<file path="src/rtl/dial_pkg.sv">
// Shared types for the dial coprocessor: FSM state encoding, dout select codes
// and the control-word bit position of the soft clear.
package dial_pkg;

    typedef enum logic [1:0] {
        ST_IDLE = 2'd0,
        ST_ADD  = 2'd1,
        ST_NORM = 2'd2,
        ST_DONE = 2'd3
    } state_e;

    localparam logic [2:0] SEL_DIN   = 3'b000;
    localparam logic [2:0] SEL_DELTA = 3'b001;
    localparam logic [2:0] SEL_POS   = 3'b010;
    localparam logic [2:0] SEL_LAND  = 3'b011;
    localparam logic [2:0] SEL_CROSS = 3'b100;

    localparam int CTRL_CLEAR_BIT = 3;

endpackage

</file>
<file path="src/rtl/dial_norm.sv">
// Iterative modulo-N normaliser: folds a signed sum back into [0, N) with one
// add/subtract of N per cycle, counting how many folds were needed.
module dial_norm
    import dial_pkg::*;
#(
    parameter int WIDTH_COMPUTE = 32,
    parameter int DIAL_SIZE     = 100
) (
    input  logic                     clk,
    input  logic                     rst_n,
    input  logic                     load,
    input  logic                     step,
    input  logic [WIDTH_COMPUTE:0]   tmp_init,
    output logic [WIDTH_COMPUTE:0]   tmp,
    output logic [WIDTH_COMPUTE-1:0] corr_cnt,
    output logic                     in_range
);

    localparam logic signed [WIDTH_COMPUTE:0] MOD = (WIDTH_COMPUTE+1)'(DIAL_SIZE);

    logic signed [WIDTH_COMPUTE:0] tmp_q, tmp_d;
    logic [WIDTH_COMPUTE-1:0]      corr_q, corr_d;
    logic                          in_range_q, in_range_d;

    // in_range is only raised on a step that found nothing to correct, so the
    // owner sees it one cycle after the last fold.
    always_comb begin
        tmp_d      = tmp_q;
        corr_d     = corr_q;
        in_range_d = in_range_q;
        if (load) begin
            tmp_d      = $signed(tmp_init);
            corr_d     = '0;
            in_range_d = 1'b0;
        end else if (step && !in_range_q) begin
            if (tmp_q[WIDTH_COMPUTE]) begin
                tmp_d  = tmp_q + MOD;
                corr_d = corr_q + WIDTH_COMPUTE'(1);
            end else if (tmp_q >= MOD) begin
                tmp_d  = tmp_q - MOD;
                corr_d = corr_q + WIDTH_COMPUTE'(1);
            end else begin
                in_range_d = 1'b1;
            end
        end
    end

    always_ff @(posedge clk or negedge rst_n) begin
        if (!rst_n) begin
            tmp_q      <= '0;
            corr_q     <= '0;
            in_range_q <= 1'b0;
        end else begin
            tmp_q      <= tmp_d;
            corr_q     <= corr_d;
            in_range_q <= in_range_d;
        end
    end

    assign tmp      = tmp_q;
    assign corr_cnt = corr_q;
    assign in_range = in_range_q;

endmodule

</file>
<file path="src/rtl/dial_coprocessor.sv">
// Rotary dial coprocessor: applies signed rotation deltas to a modulo-N dial
// position and counts landings on zero and clicks passing through zero.
module dial_coprocessor
    import dial_pkg::*;
#(
    parameter int WIDTH_DIN     = 128,
    parameter int WIDTH_DOUT    = 128,
    parameter int WIDTH_COMPUTE = 32,
    parameter int DIAL_SIZE     = 100,
    parameter int START_POS     = 50
) (
    input  logic                  clk,
    input  logic                  rst_n,
    input  logic [WIDTH_DIN-1:0]  din,
    input  logic                  din_valid,
    output logic                  din_ready,
    output logic [WIDTH_DOUT-1:0] dout,
    output logic                  dout_valid,
    input  logic [5:0]            control
);

    localparam int W = WIDTH_COMPUTE;
    localparam logic [W-1:0] START_W = WIDTH_COMPUTE'(START_POS);

    state_e                 state_q, state_d;
    logic [WIDTH_DIN-1:0]   din_q, din_d;
    logic [W-1:0]           delta_q, delta_d;
    logic [W-1:0]           pos_q, pos_d;
    logic [W-1:0]           land_q, land_d;
    logic [W-1:0]           cross_q, cross_d;
    logic                   dout_valid_q, dout_valid_d;

    logic                   clear_req;
    logic                   norm_load, norm_step, norm_in_range;
    logic [W:0]             tmp_init, norm_tmp;
    logic [W-1:0]           norm_corr;
    logic                   delta_neg, tmp_zero, pos_was_zero;
    logic [1:0]             unused_ctrl;

    assign clear_req   = control[CTRL_CLEAR_BIT];
    assign unused_ctrl = control[5:4];
    assign din_ready   = (state_q == ST_IDLE) && !clear_req;

    // Position is zero-extended and delta sign-extended so the W+1 bit sum
    // is the exact signed result for any in-range delta.
    assign tmp_init     = {1'b0, pos_q} + {delta_q[W-1], delta_q};
    assign delta_neg    = delta_q[W-1];
    assign tmp_zero     = (norm_tmp == '0);
    assign pos_was_zero = (pos_q == '0);

    dial_norm #(
        .WIDTH_COMPUTE (WIDTH_COMPUTE),
        .DIAL_SIZE     (DIAL_SIZE)
    ) u_norm (
        .clk      (clk),
        .rst_n    (rst_n),
        .load     (norm_load),
        .step     (norm_step),
        .tmp_init (tmp_init),
        .tmp      (norm_tmp),
        .corr_cnt (norm_corr),
        .in_range (norm_in_range)
    );

    always_comb begin
        state_d      = state_q;
        din_d        = din_q;
        delta_d      = delta_q;
        pos_d        = pos_q;
        land_d       = land_q;
        cross_d      = cross_q;
        dout_valid_d = 1'b0;
        norm_load    = 1'b0;
        norm_step    = 1'b0;
        case (state_q)
            ST_IDLE: begin
                if (clear_req) begin
                    pos_d   = START_W;
                    land_d  = '0;
                    cross_d = '0;
                end else if (din_valid) begin
                    din_d   = din;
                    delta_d = din[W-1:0];
                    state_d = ST_ADD;
                end
            end
            ST_ADD: begin
                norm_load = 1'b1;
                state_d   = ST_NORM;
            end
            ST_NORM: begin
                norm_step = 1'b1;
                if (norm_in_range) begin
                    // A left turn ending on 0 counts that landing as a click;
                    // one starting on 0 must not count leaving it.
                    pos_d        = norm_tmp[W-1:0];
                    land_d       = land_q + W'(tmp_zero);
                    cross_d      = cross_q + norm_corr
                                 + W'(delta_neg && tmp_zero)
                                 - W'(delta_neg && pos_was_zero);
                    dout_valid_d = 1'b1;
                    state_d      = ST_DONE;
                end
            end
            ST_DONE: begin
                state_d = ST_IDLE;
            end
            default: state_d = ST_IDLE;
        endcase
    end

    always_ff @(posedge clk or negedge rst_n) begin
        if (!rst_n) begin
            state_q      <= ST_IDLE;
            din_q        <= '0;
            delta_q      <= '0;
            pos_q        <= START_W;
            land_q       <= '0;
            cross_q      <= '0;
            dout_valid_q <= 1'b0;
        end else begin
            state_q      <= state_d;
            din_q        <= din_d;
            delta_q      <= delta_d;
            pos_q        <= pos_d;
            land_q       <= land_d;
            cross_q      <= cross_d;
            dout_valid_q <= dout_valid_d;
        end
    end

    always_comb begin
        case (control[2:0])
            SEL_DIN:   dout = WIDTH_DOUT'(din_q);
            SEL_DELTA: dout = WIDTH_DOUT'($signed(delta_q));
            SEL_POS:   dout = WIDTH_DOUT'(pos_q);
            SEL_LAND:  dout = WIDTH_DOUT'(land_q);
            SEL_CROSS: dout = WIDTH_DOUT'(cross_q);
            default:   dout = '0;
        endcase
    end

    assign dout_valid = dout_valid_q;

endmodule

</file>
<file path="config.mk">
export PLATFORM = sky130hd
export DESIGN_NAME = dial_coprocessor
export DESIGN_NICKNAME = d
export VERILOG_FILES = /design/src/rtl/dial_pkg.sv /design/src/rtl/dial_norm.sv /design/src/rtl/dial_coprocessor.sv
export SDC_FILE = /design/constraint.sdc
export NUM_CORES = 1
export LEC_CHECK = 0
export CORE_ASPECT_RATIO = 0.7
export CORE_UTILIZATION = 57
export CTS_BUF_LIST = sky130_fd_sc_hd__clkbuf_2
export DETAILED_ROUTE_END_ITERATION = 10
export MAX_ROUTING_LAYER = met4
export PLACE_DENSITY = 0.82
export REMOVE_ABC_BUFFERS = 1
export SYNTH_ARGS = -nofsm -noshare
export SYNTH_HDL_FRONTEND = slang
export SYNTH_SLANG_ARGS = --single-unit
export TNS_END_PERCENT = 30
</file>
<file path="constraint.sdc">
create_clock -name clk -period 6.1 [get_ports clk]
set_input_delay 0.915 -clock clk [delete_from_list [all_inputs] [get_ports clk]]
set_output_delay 0.915 -clock clk [all_outputs]
set_load 0.1 [all_outputs]
</file>
==> results.py <==
metrics = {
    "cells_and_area": {
        "final_area_mm2": 0.0223,
        "drive_gt1_share_pct": 18.7,
        "fin_nets": 2485,
        "finalNonFillerCells": 2723,
        "fillers": 2617,
        "area_growth_pct": 18.1,
        "final_util_pct": 68.7,
    },
    "synth": {
        "synth.avg_cell_area_um2": 9.45,
        "seq_area_frac_synth_pct": 38.9,
        "syn-instance-count": 1995,
        "synth_edf_count": 0,
        "synth.largest_area_cell": "dfrtp_1",
        "ys_top_cells_by_count": "dfrtp_1, nor2_1, inv_1",
        "yosys-top-cells-area": "dfrtp_1, mux2_2, ha_1, a21o_1, mux2i_1",
        "synth_most_common_cell": "dfrtp_1",
        "async_flop_share_pct": 100,
        "synth.distinct_cells": 73,
        "yosys_warnings": 0,
        "yosys.area.top_type_share_pct": 38.5,
        "syn_area_mm2": 0.0189,
        "synth-main-ff-cell": "dfrtp_1",
        "synth_seq_cells": 293,
    },
    "clock_tree": {
        "post_cts_resize_count": 0,
        "clkLatencyLatePin_ns": 1.01,
        "htreeDepth": 3,
        "numCtsBuffers": 75,
        "path_clk_slew_ns": 0.13,
        "cts_root_buf": "clkbuf_2",
        "clock_path_buffers": 3,
        "cts_tree": "yes",
        "cts.sinks": 293,
    },
    "die": {
        "die_h_um": 154,
        "rows": 55,
        "start_util_pct": 58.2,
        "ios": 267,
        "fp.dieArea_mm2": 0.0338,
        "die-width_um": 219,
        "core-area_mm2": 0.0324,
    },
    "place": {
        "placed_cells": 2591,
        "pre_cts_ws_ns": 0.656,
        "place_area_mm2": 0.0216,
        "port_buffers": 264,
        "gp_congestion": 0.924,
        "dpl.hpwl_um": 39300,
    },
    "grt": {
        "overflow": 0,
        "grt_pass1_vias": 16200,
        "grt_pass1_wl_um": 86800,
        "antenna_found_initial": 1,
        "grt_max_degree": 108,
        "grt_use_total_pct": 33.6,
    },
    "routing": {
        "vias_per_cell": 6.12,
        "met2_wirelength_um": 24800,
        "dr.max_layer_used": "met4",
        "routedWlPerCell_um": 20.2,
        "routed_wirelength_um": 55100,
        "drt-pass1-iter-count": 6,
        "drt_iter0_markers": 1529,
        "num_vias": 16700,
        "wl_met1_um": 24400,
        "ant_nets": 0,
        "route.detailed.drc": 0,
        "met3RoutedLength_um": 4510,
    },
    "worst_setup_path": {
        "r2r-start": "u_norm.tmp[2]$_DFFE_PN0P_",
        "path_class": "reg2reg",
        "end_kind": "flip-flop",
        "r2r_setup_slack_ns": 0.48,
        "critPathArrivalTime_ns": 6.53,
        "crit_path_start_kind": "flip-flop",
        "reg2regPathDepth": 17,
        "timing.rr.end": "cross_q[31]$_DFFE_PN0P_",
        "required_ns": 7.01,
        "worstPathMaxFanout": 8,
    },
    "sta": {
        "layout_setup_ws_ns": 0.476,
        "hold_viol": 0,
        "skew_ns": 0.0917,
        "hold_ws_ns": 0.512,
        "worst_pin_slew_ns": 1.01,
        "rsz0062_at_grt": "no",
        "slew_headroom_pct": 32.4,
        "final_max_slew_viol_count": 0,
        "fmax_ghz": 0.178,
        "min_period_over_period_pct": 92.2,
        "period_minus_slack_ns": 5.62,
        "setup_viol_count_final": 0,
    },
    "worst_hold_path": {
        "hold_start": "din_q[102]$_DFFE_PN0P_",
        "holdPathStages": 1,
        "hp-class": "reg2reg",
        "hold_end": "din_q[102]$_DFFE_PN0P_",
    },
    "power_and_ir_drop": {
        "cellPowerDensity_mw_per_mm2": 419,
        "peakVddDrop_v": 0.000317,
        "leakage_nw": 11.0,
    },
    "run_status": {
        "status": "finished clean",
    },
    "flow_run": {
        "drv_cap": 0,
    },
}
-- sequential cells by signal (all words and copies together), names as in the netlist --
name and count:
din_q 128, dout_valid 1, land_q 32, u_norm.corr_cnt 32, u_norm.tmp 33, pos_q 32, u_norm.in_range 1, cross_q 32
state_q 2
-- power breakdown --
group	internal, W	total, W	switching (W)
Combinational	0.00181	0.00488	0.00307
Sequential	0.00250	0.00304	0.000537
Clock	0.000554	0.00142	0.000865
-- worst max path at each step --
| stage | startpoint | endpoint | slack, ns | cells past startpoint |
|---|---|---|---|---|
| detailed placement | u_norm.tmp[2]$_DFFE_PN0P_ | cross_q[31]$_DFFE_PN0P_ | 0.66 | 17 |
| global route | u_norm.tmp[2]$_DFFE_PN0P_ | cross_q[31]$_DFFE_PN0P_ | 0.18 | 17 |
| floorplan | control[1] | dout[100] | -1.58 | 2 |
| global placement | u_norm.tmp[15]$_DFFE_PN0P_ | cross_q[31]$_DFFE_PN0P_ | 0.75 | 16 |
| finish | u_norm.tmp[2]$_DFFE_PN0P_ | cross_q[31]$_DFFE_PN0P_ | 0.48 | 17 |
| CTS | u_norm.tmp[2]$_DFFE_PN0P_ | cross_q[31]$_DFFE_PN0P_ | 0.65 | 17 |
-- placed cells by master (no fill, tap or decap), types with 33 or more instances in the layout --
cell             instances
a21o_1                 137
a21oi_1                 98
a22o_1                  33
buf_4                  149
clkbuf_2               107
clkdlybuf4s50_1        133
dfrtp_1                290
ha_1                   102
inv_1                  144
mux2_2                 134
mux2i_1                 70
nand2_1                 99
nand3_1                 39
nor2_1                 150
nor3_1                  42
o21ai_0                 75
o22ai_1                 59
xnor2_1                 73
xor2_1                  45
-- layout make-up --
| cell class | instances | area [µm²] | area share, % |
|---|---|---|---|
| Inverter | 145 | 544 | 2.44 |
| Multi-Input combinational cell | 1434 | 10500 | 47.4 |
| Sequential cell | 293 | 7340 | 32.9 |
| Tap cell | 427 | 534 | 2.40 |
| Clock inverter | 23 | 144 | 0.646 |
| Antenna cell | 1 | 2.50 | 0.0112 |
| Timing Repair Buffer | 293 | 2630 | 11.8 |
| Clock buffer | 107 | 536 | 2.41 |
-- cell families (layout without fill, tap and decap cells) --
logic type      after synthesis  count (layout)  share of synthesized area (%)
buf+inv                     268             568                           5.41
simple gates                491             491                           12.9
compound gates              515             515                           18.5
fa+ha+maj                   106             106                           7.15
xor+xnor                    118             118                           5.48
other cells                   0               1                              0
flops                       293             293                           38.9
mux                         204             204                           11.7
-- layer usage --
metal  up-vias  GRT usage, %
li1       7664             -
met1      8206          46.9
met3       122          7.22
met4         0          10.2
met5         -             -
met2       686          48.7
-- through the flow --
step | TNS (ns) | power [W]
floorplan | -195.82 | 0.00651
global placement | 0 | 0.00766
detailed placement | 0 | 0.00784
CTS | 0 | 0.00929
global route | 0 | 0.00987
finish | 0 | 0.00934
-- critical path: stages (launching register included) --
cell,delay (ns)
dfrtp_1,0.48
inv_1,0.18
ha_1,0.19
or4b_2,0.59
nor4_1,0.56
nand2_1,0.19
ha_1,0.33
fa_1,0.42
nand2b_1,0.18
a21oi_1,0.25
o31ai_1,0.15
buf_4,0.17
a21boi_0,0.58
nor4_1,0.23
or3_1,0.44
a21o_1,0.18
and4_1,0.19
a211o_1,0.22
-- repair_timing --
item / 4_1_cts / 5_1_grt
hold endpoints to repair: 57 / 0
hold buffers: 1 / 0
setup buffers: 0 / 0
Note: power is estimated with default switching activity, not from simulation.
